`config.mk`:
```
export PLATFORM = sky130hd
export DESIGN_NAME = alu_result_queue
export DESIGN_NICKNAME = d
export VERILOG_FILES = /design/src/rtl/alu_result_queue.sv
export SDC_FILE = /design/constraint.sdc
export NUM_CORES = 1
export LEC_CHECK = 0
export ABC_AREA = 1
export BUFFER_PORTS_ARGS = -buffer_cell sky130_fd_sc_hd__buf_2
export CAP_MARGIN = 20
export CORE_MARGIN = 2
export CORE_UTILIZATION = 42
export CTS_BUF_LIST = sky130_fd_sc_hd__clkbuf_4
export DETAILED_ROUTE_END_ITERATION = 10
export PLACE_DENSITY = 0.84
export RECOVER_POWER = 50
export SYNTH_ARGS = -nofsm -noshare
export SYNTH_HDL_FRONTEND = slang
export SYNTH_SLANG_ARGS = --single-unit
```
`constraint.sdc`:
```
create_clock -name clk -period 2.1 [get_ports clk]
set_input_delay 0.42 -clock clk [delete_from_list [all_inputs] [get_ports clk]]
set_output_delay 0.42 -clock clk [all_outputs]
set_load 0.01 [all_outputs]
```
`src/rtl/alu_result_queue.sv`:
```
// ALU result selector feeding a 2-entry valid/ready queue with zero/neg/err flags.
// Latency 1 cycle from accept to head; in_ready drops only when both entries are held.
module alu_result_queue #(
  parameter int WIDTH     = 8,
  parameter int NUM_SRC   = 16,
  parameter int SEL_W     = 4,
  parameter int ERR_CNT_W = 8
) (
  input  logic                     clk,
  input  logic                     reset,
  input  logic [NUM_SRC*WIDTH-1:0] src_data,
  input  logic [SEL_W-1:0]         sel,
  input  logic                     enable,
  input  logic [WIDTH-1:0]         load_data,
  input  logic                     in_valid,
  output logic                     in_ready,
  output logic [WIDTH-1:0]         out_data,
  output logic                     out_zero,
  output logic                     out_neg,
  output logic                     out_err,
  output logic                     out_valid,
  input  logic                     out_ready,
  output logic [1:0]               count,
  output logic [ERR_CNT_W-1:0]     err_cnt
);

  typedef struct packed {
    logic             err;
    logic [WIDTH-1:0] data;
  } entry_t;

  typedef enum logic [1:0] {
    EMPTY = 2'd0,
    ONE   = 2'd1,
    FULL  = 2'd2
  } state_t;

  localparam int unsigned NSRC_U = NUM_SRC;

  state_t      state, state_nxt;
  entry_t      head, tail, new_entry;
  logic        accept, pop;
  logic        in_range;
  int unsigned sel_idx;
  logic [WIDTH-1:0] chan_val;

  assign accept = in_valid && in_ready;
  assign pop    = out_valid && out_ready;

  // Channel mux; out-of-range selects never reach the loop match.
  assign sel_idx  = 32'(sel);
  assign in_range = sel_idx < NSRC_U;

  always_comb begin
    chan_val = '0;
    for (int unsigned k = 0; k < NSRC_U; k++) begin
      if (sel_idx == k) chan_val = src_data[k*WIDTH +: WIDTH];
    end
  end

  always_comb begin
    new_entry = '0;
    if (!enable) begin
      new_entry.data = load_data;
    end else if (in_range) begin
      new_entry.data = chan_val;
    end else begin
      new_entry.err = 1'b1;
    end
  end

  // State register
  always_ff @(posedge clk) begin
    if (reset) state <= EMPTY;
    else       state <= state_nxt;
  end

  // Next-state logic
  always_comb begin
    state_nxt = state;
    case (state)
      EMPTY:   if (accept) state_nxt = ONE;
      ONE: begin
        if (accept && !pop)      state_nxt = FULL;
        else if (!accept && pop) state_nxt = EMPTY;
      end
      FULL:    if (pop) state_nxt = ONE;
      default: state_nxt = EMPTY;
    endcase
  end

  // Output logic
  always_comb begin
    count     = state;
    in_ready  = (state != FULL) && !reset;
    out_valid = (state != EMPTY);
    out_data  = '0;
    out_zero  = 1'b0;
    out_neg   = 1'b0;
    out_err   = 1'b0;
    if (out_valid) begin
      out_data = head.data;
      out_zero = (head.data == '0);
      out_neg  = head.data[WIDTH-1];
      out_err  = head.err;
    end
  end

  // Entry storage: head is always the oldest entry.
  always_ff @(posedge clk) begin
    if (reset) begin
      head <= '0;
      tail <= '0;
    end else begin
      case (state)
        EMPTY: if (accept) head <= new_entry;
        ONE: begin
          if (accept && pop)  head <= new_entry;
          else if (accept)    tail <= new_entry;
        end
        FULL:  if (pop) head <= tail;
        default: ;
      endcase
    end
  end

  always_ff @(posedge clk) begin
    if (reset) begin
      err_cnt <= '0;
    end else if (accept && new_entry.err && (err_cnt != {ERR_CNT_W{1'b1}})) begin
      err_cnt <= err_cnt + 1'b1;
    end
  end

endmodule

```
== After elaboration in Yosys (flattened, before gate mapping) ==
Index checks and enable logic that the tools add are counted.
W data, S select, Z words.

* Bitwise logic cells: 1
* Equality and inequality tests: 23
* $lt $le $gt $ge: 1
* $add $sub $neg: 1
* Mux-type cells: 33
* Reduce and logical (&&, ||, !) cells: 19

{| class="wikitable"
|+ Operators by type and width
! cell !! number
|-
| $mux W8 || 19
|-
| $eq A4 B4 Y1 const B || 8
|-
| $logic_not A32 Y1 || 1
|-
| $mux W9 || 3
|-
| $pmux W9 S3 || 1
|-
| $eq A4 B3 Y1 const B || 4
|-
| $add A8 B1 Y8 const B || 1
|-
| $eq A4 B2 Y1 const B || 2
|-
| $logic_and A1 B1 Y1 || 8
|-
| $logic_not A8 Y1 || 1
|-
| $mux W2 || 4
|-
| $ne A2 B2 Y1 const B || 4
|-
| $ne A8 B8 Y1 const B || 1
|-
| $pmux W2 S3 || 1
|-
| $reduce_and A3 Y1 || 2
|-
| $lt A4 B5 Y1 const B || 1
|-
| $mux W1 || 5
|-
| $eq A4 B1 Y1 const B || 1
|-
| $reduce_and A4 Y1 || 1
|-
| $logic_not A1 Y1 || 3
|-
| $ne A3 B3 Y1 const B || 1
|-
| $reduce_bool A3 Y1 || 1
|-
| $eq A2 B1 Y1 const B || 1
|-
| $eq A2 B2 Y1 const B || 1
|-
| 3 further kinds || 3
|}

* Bits in registers: 28

== Depth between registers and ports, before layout ==
* Depth after elaboration: 21
* Gate-level depth with buffers: 16

== Least setup slack after synthesis ==
No wires, ideal clock.

* Path type: reg-to-reg
* Start point: register state[0], in the netlist count[0]
* End point: register head[4] in the netlist's numbering
* Arrival: 1,744 ps
* Path slack: 285 ps
* Required time: 2,028 ps
* Buffers on the path: 1
* Setup time: 72 ps
* Cell stages (with the launch flop): 10
* Period minus slack after synthesis: 1,815 ps
* Path through: dfxtp_1 > nor2_1 > nor3b_1 > ha_1 > nand2_1 > a21o_1 > buf_2 > a21oi_1 > nand2_1 > a21oi_1

* Cells in the longest elaborated chain, start to end: 6

{| class="wikitable"
|+ Ends and longest elaborated chain
! what !! RTL line !! text
|-
| start, declared || 40 || <nowiki>state_t state, state_nxt;</nowiki>
|-
| start signal, assigned || 75 || <nowiki>else state <= state_nxt;</nowiki>
|-
| $ne A2 B2 Y1 || 95 || <nowiki>in_ready = (state != FULL) && !reset;</nowiki>
|-
| $logic_and A1 B1 Y1 || 95 ||
|-
| $logic_and A1 B1 Y1 || 47 || <nowiki>assign accept = in_valid && in_ready;</nowiki>
|-
| $logic_and A1 B1 Y1 || 118 || <nowiki>if (accept && pop) head <= new_entry;</nowiki>
|-
| $ne A2 B2 Y1 (no source line) || -- ||
|-
| $reduce_and A4 Y1 (no source line) || -- ||
|-
| end signal, assigned || 116 || <nowiki>EMPTY: if (accept) head <= new_entry;</nowiki>
|-
| end signal, assigned || 118 ||
|-
| end signal, assigned || 121 || <nowiki>FULL: if (pop) head <= tail;</nowiki>
|-
| end, declared || 41 || <nowiki>entry_t head, tail, new_entry;</nowiki>
|}

Parallel ways exist; a longest one is shown, timed or not.
A chain may end at the register's enable or synchronous reset.

== Final worst setup path ==
* Start point: register state[0], in the netlist count[0]
* End point: register head[2] in the netlist's numbering

Same word-level chain as after synthesis.

==> metrics list <==
- In this run the cell area measured after placement is 3070 µm².
- After synthesis, the mean cell area works out to 5.18 µm².
- Buffers from clock root to sink, at most: 2
- Quantity of I/O buffers inserted on ports: 158
* Die outline width: 76.7 µm
- Standard-cell row count: 26
* Hold/Removal Path Class: in2reg
* Proportion of total power due to net switching: 38.2%
- The initial antenna violation count was 2.
- In this run the worst setup path begins at count[0].
- Gp weighted congestion: 0.963
- Upper clock frequency limit: 521 MHz
- Total Die Area: 5880 µm²
- Data required time of the worst path: 2.33 ns
- The run finished with clean final reports.
- Area of the multi-input gates: 1500 µm²
- The synthesized netlist occupies a cell area of 2220 µm².
- STA puts the critical path data arrival time at 2.15 ns.
- Detail Route met3 WL: 671 µm
* Part of the power in combinational logic: 46.7%
- Dividing the final minimum period by the clock period gives 91.4%.
* Total CTS buffers: 3
* Number of fillers in the final layout: 554
* Worst-case hold slack: 0.429 ns
- Post-DP HPWL: 7.24 mm
* CP startpoint kind: register
* Final Hold Vio Count: 0
* Min Tclk post-route: 1.92 ns
- In this run the power density over the cells is 335 nW/µm².
* Routed length on met2: 4.32 mm
- Clock tree synthesis found a total of 18 sinks.
- VDD sags by at most 0.354 mV.
- At the pin with the least slew margin, the transition time is 0.595 ns.
- The worst hold path terminates at count[1].
- The die is 76.7 µm tall.
- The worst hold path passes through 4 cells.
- In this run the most critical hold path is launched from out_ready.
* Cell repeated most along the worst path: sky130_fd_sc_hd__nand2_1
- Cell-internal power: 641 µW
* Routed met1 length: 3.32 mm
- Summed over all layers, the global routing overflow is 0.
* Number of failing setup endpoints in the final timing report: 0
- After layout, the design draws a total of 1040 µW.
- STA classifies the critical path endpoint as a register.
* Clock tree from TritonCTS: built
* Standard cell with the maximum stage delay on the critical path: sky130_fd_sc_hd__dfxtp_1
- Across the routed clock network, the largest skew measured is 0.00417 ns.
- Number of hold-repair buffers added at the cts stage: 0
- Fraction of power consumed by sequential logic: 36.3%
- Post-synthesis cell count: 428
- The number of global-route vias before repair was 3127.
* Internal reg-to-reg setup slack: 0.18 ns
- In the final layout, flip-flops and latches occupy 360 µm².
- Detailed Route Iter0 Violations: 195
- Synth warnings: 0
- Root Buffer Master: sky130_fd_sc_hd__clkbuf_4
* Critical path fanouts, max: 16
- Number of nets in the layout: 734
* Sequential-to-total area share from yosys stat: 16.2%
* Slew Limit Headroom: 60.2%
- Clock-pin slew was measured on the worst setup and hold paths at 0.11 ns.
- Max-slew violation count: 0
- Total via count after detailed routing: 3259
- Highest routed metal layer: met4
- GR Util All Layers: 28.1%
* DRC violation count after routing: 0
- Cells on worst reg2reg path: 8
* Global-route wire length before repair: 13.7 mm
- Final routed wirelength across all metal layers: 8.63 mm
- Detailed-routing iteration count for the pre-antenna-repair pass: 5
* Post-detailed-route count of antenna-violating nets: 0
* Critical path start-end classification: reg2reg
- Layout-stage area growth over the synthesis result: 39.5%
* Clk_lat worst skew: 0.29 ns
- After synthesis the netlist holds a flip-flop and latch count of 18.
- Total I/O pin count: 168
- Area of all placed cells without fillers: 3090 µm²
* Power share of the clock group: 17.0%
- Effective utilization at floorplan: 43.4%
- Yosys cell types: 24
* Proportion of layout cells with a drive suffix above 1: 29.7%
* Largest incremental delay on the critical path: 0.45 ns
* Final-layout setup total negative slack: 0 ns
- In this run the static leakage power is 0.00170 µW.
- Number of H-tree levels: 1
* Max Cap Violations: 0
* Average via count per standard cell: 4.95
- Net switching power: 396 µW
- Core area: 5110 µm²
* Wirelength per Cell: 13.1 µm
- Launch point of the worst reg-to-reg path: count[0]
- R2r endpoint: head[2]
- Setup repair after global routing left no endpoint under its margin.
- CP cell instances: nor2_1 -> nor3b_2 -> ha_1 -> nand2_1 -> a21o_1 -> a21oi_1 -> nand2_1 -> a21oi_2
- Entering global routing, the biggest net connects 25 pins.
## state kept, by name (all words and copies together), names as in the netlist
register  flops
count         2
head          8
tail          8
## worst max-delay path, delay by kind of cell (launching register included)
kind / cells / cell delay (ns)
AO/OA/AOI/OAI: 3 / 0.69
AND/OR/NAND/NOR: 4 / 0.51
flip-flops: 1 / 0.45
adder cells (fa/ha/maj): 1 / 0.20
## synthesized netlist by cell type
cell type,count,area (µm²)
sky130_fd_sc_hd__nor3b_1,2,15.0
sky130_fd_sc_hd__dfxtp_1,18,360
sky130_fd_sc_hd__ha_1,2,25.0
sky130_fd_sc_hd__nor2_1,50,188
sky130_fd_sc_hd__a21o_1,1,7.51
sky130_fd_sc_hd__buf_4,10,75.1
sky130_fd_sc_hd__inv_1,68,255
sky130_fd_sc_hd__o21ai_1,1,5.00
sky130_fd_sc_hd__nor2_4,2,22.5
sky130_fd_sc_hd__nand2_1,126,473
sky130_fd_sc_hd__a21oi_1,46,230
sky130_fd_sc_hd__nand4_1,24,150
sky130_fd_sc_hd__nor2_2,7,43.8
sky130_fd_sc_hd__nand3_1,52,260
sky130_fd_sc_hd__inv_2,1,3.75
sky130_fd_sc_hd__a21oi_2,3,26.3
sky130_fd_sc_hd__or2_2,1,6.26
sky130_fd_sc_hd__buf_2,5,25.0
sky130_fd_sc_hd__buf_6,1,11.3
sky130_fd_sc_hd__clkinv_1,1,3.75
sky130_fd_sc_hd__a211oi_1,1,7.51
sky130_fd_sc_hd__clkbuf_1,4,15.0
sky130_fd_sc_hd__conb_1,1,3.75
sky130_fd_sc_hd__nor3_1,1,5.00
## what timing repair did
action | 4_1_cts | 5_1_grt
resized for setup | 0 | 1
setup endpoints to repair | 0 | 8
buffers inserted | 0 | 0
## cells by family after synthesis
group	Yosys count	synth area share (%)
other cells	1	0.169
simple gates	265	52.5
fa+ha+maj	2	1.13
buf+inv	90	17.5
flops	18	16.2
compound gates	52	12.5
## metal layers
metal | track usage, % | up-vias
li1 | - | 1660
met2 | 52.0 | 166
met4 | 14.2 | 0
met1 | 30.7 | 1409
met5 | 0 | -
met3 | 4.35 | 24
## area by class of cell
cell class,count,share of cell area (%)
multi-input combinational,328,48.6
timing repair buffer,166,27.4
tap,70,2.83
clock buffer,3,0.728
sequential,18,11.6
inverter,70,8.49
clock inverter,1,0.121
antenna,2,0.162
## cells in the final DEF, fill, tap and decap left out
cell type,count
sky130_fd_sc_hd__nor3b_1,1
sky130_fd_sc_hd__clkbuf_4,3
sky130_fd_sc_hd__buf_4,6
sky130_fd_sc_hd__clkinv_1,2
sky130_fd_sc_hd__nor3b_2,1
sky130_fd_sc_hd__nor2_1,50
sky130_fd_sc_hd__ha_1,2
sky130_fd_sc_hd__nor3_1,1
sky130_fd_sc_hd__buf_12,1
sky130_fd_sc_hd__a21oi_1,46
sky130_fd_sc_hd__nor2_4,2
sky130_fd_sc_hd__a21o_1,1
sky130_fd_sc_hd__clkbuf_1,10
sky130_fd_sc_hd__a21oi_2,3
sky130_fd_sc_hd__a211oi_1,1
sky130_fd_sc_hd__nor2_2,7
sky130_fd_sc_hd__or2_2,1
sky130_fd_sc_hd__nand3_1,52
sky130_fd_sc_hd__o21ai_1,1
sky130_fd_sc_hd__dfxtp_1,18
sky130_fd_sc_hd__conb_1,9
sky130_fd_sc_hd__buf_2,149
sky130_fd_sc_hd__inv_1,68
sky130_fd_sc_hd__nand4_1,24
sky130_fd_sc_hd__inv_2,1
sky130_fd_sc_hd__diode_2,2
sky130_fd_sc_hd__nand2_1,126
## worst max path at each step
| stage | endpoint | slack, ns | cells past startpoint |
|---|---|---|---|
| after floorplan | head[4] | 0.28 | 9 |
| after CTS | head[3] | 0.008 | 8 |
| after detailed placement | head[0] | -0.006 | 15 |
| final | head[2] | 0.18 | 8 |
| after global placement | head[0] | -0.004 | 13 |
| after global routing | head[5] | 0.03 | 8 |
## stage by stage
step | setup WS [ns] | utilization (%) | std cells
6_report | 0.180 | 60.6 | 658
4_1_cts | 0.00795 | 60.7 | 656
2_1_floorplan | 0.285 | - | 436
3_3_place_gp | -0.00438 | 60.2 | 652
5_1_grt | 0.0321 | 60.6 | 658
3_5_place_dp | -0.00572 | 60.2 | 652
## power by group through the flow
| stage | clock, µW | combinational, µW | sequential, µW |
|---|---|---|---|
| 6_report | 176 | 484 | 377 |
| 5_1_grt | 192 | 540 | 379 |
| 4_1_cts | 176 | 484 | 376 |
| 3_5_place_dp | 0 | 482 | 384 |
| 3_3_place_gp | 0 | 473 | 384 |
| 2_1_floorplan | 0 | 272 | 381 |
(Power assumes the default switching activity.)
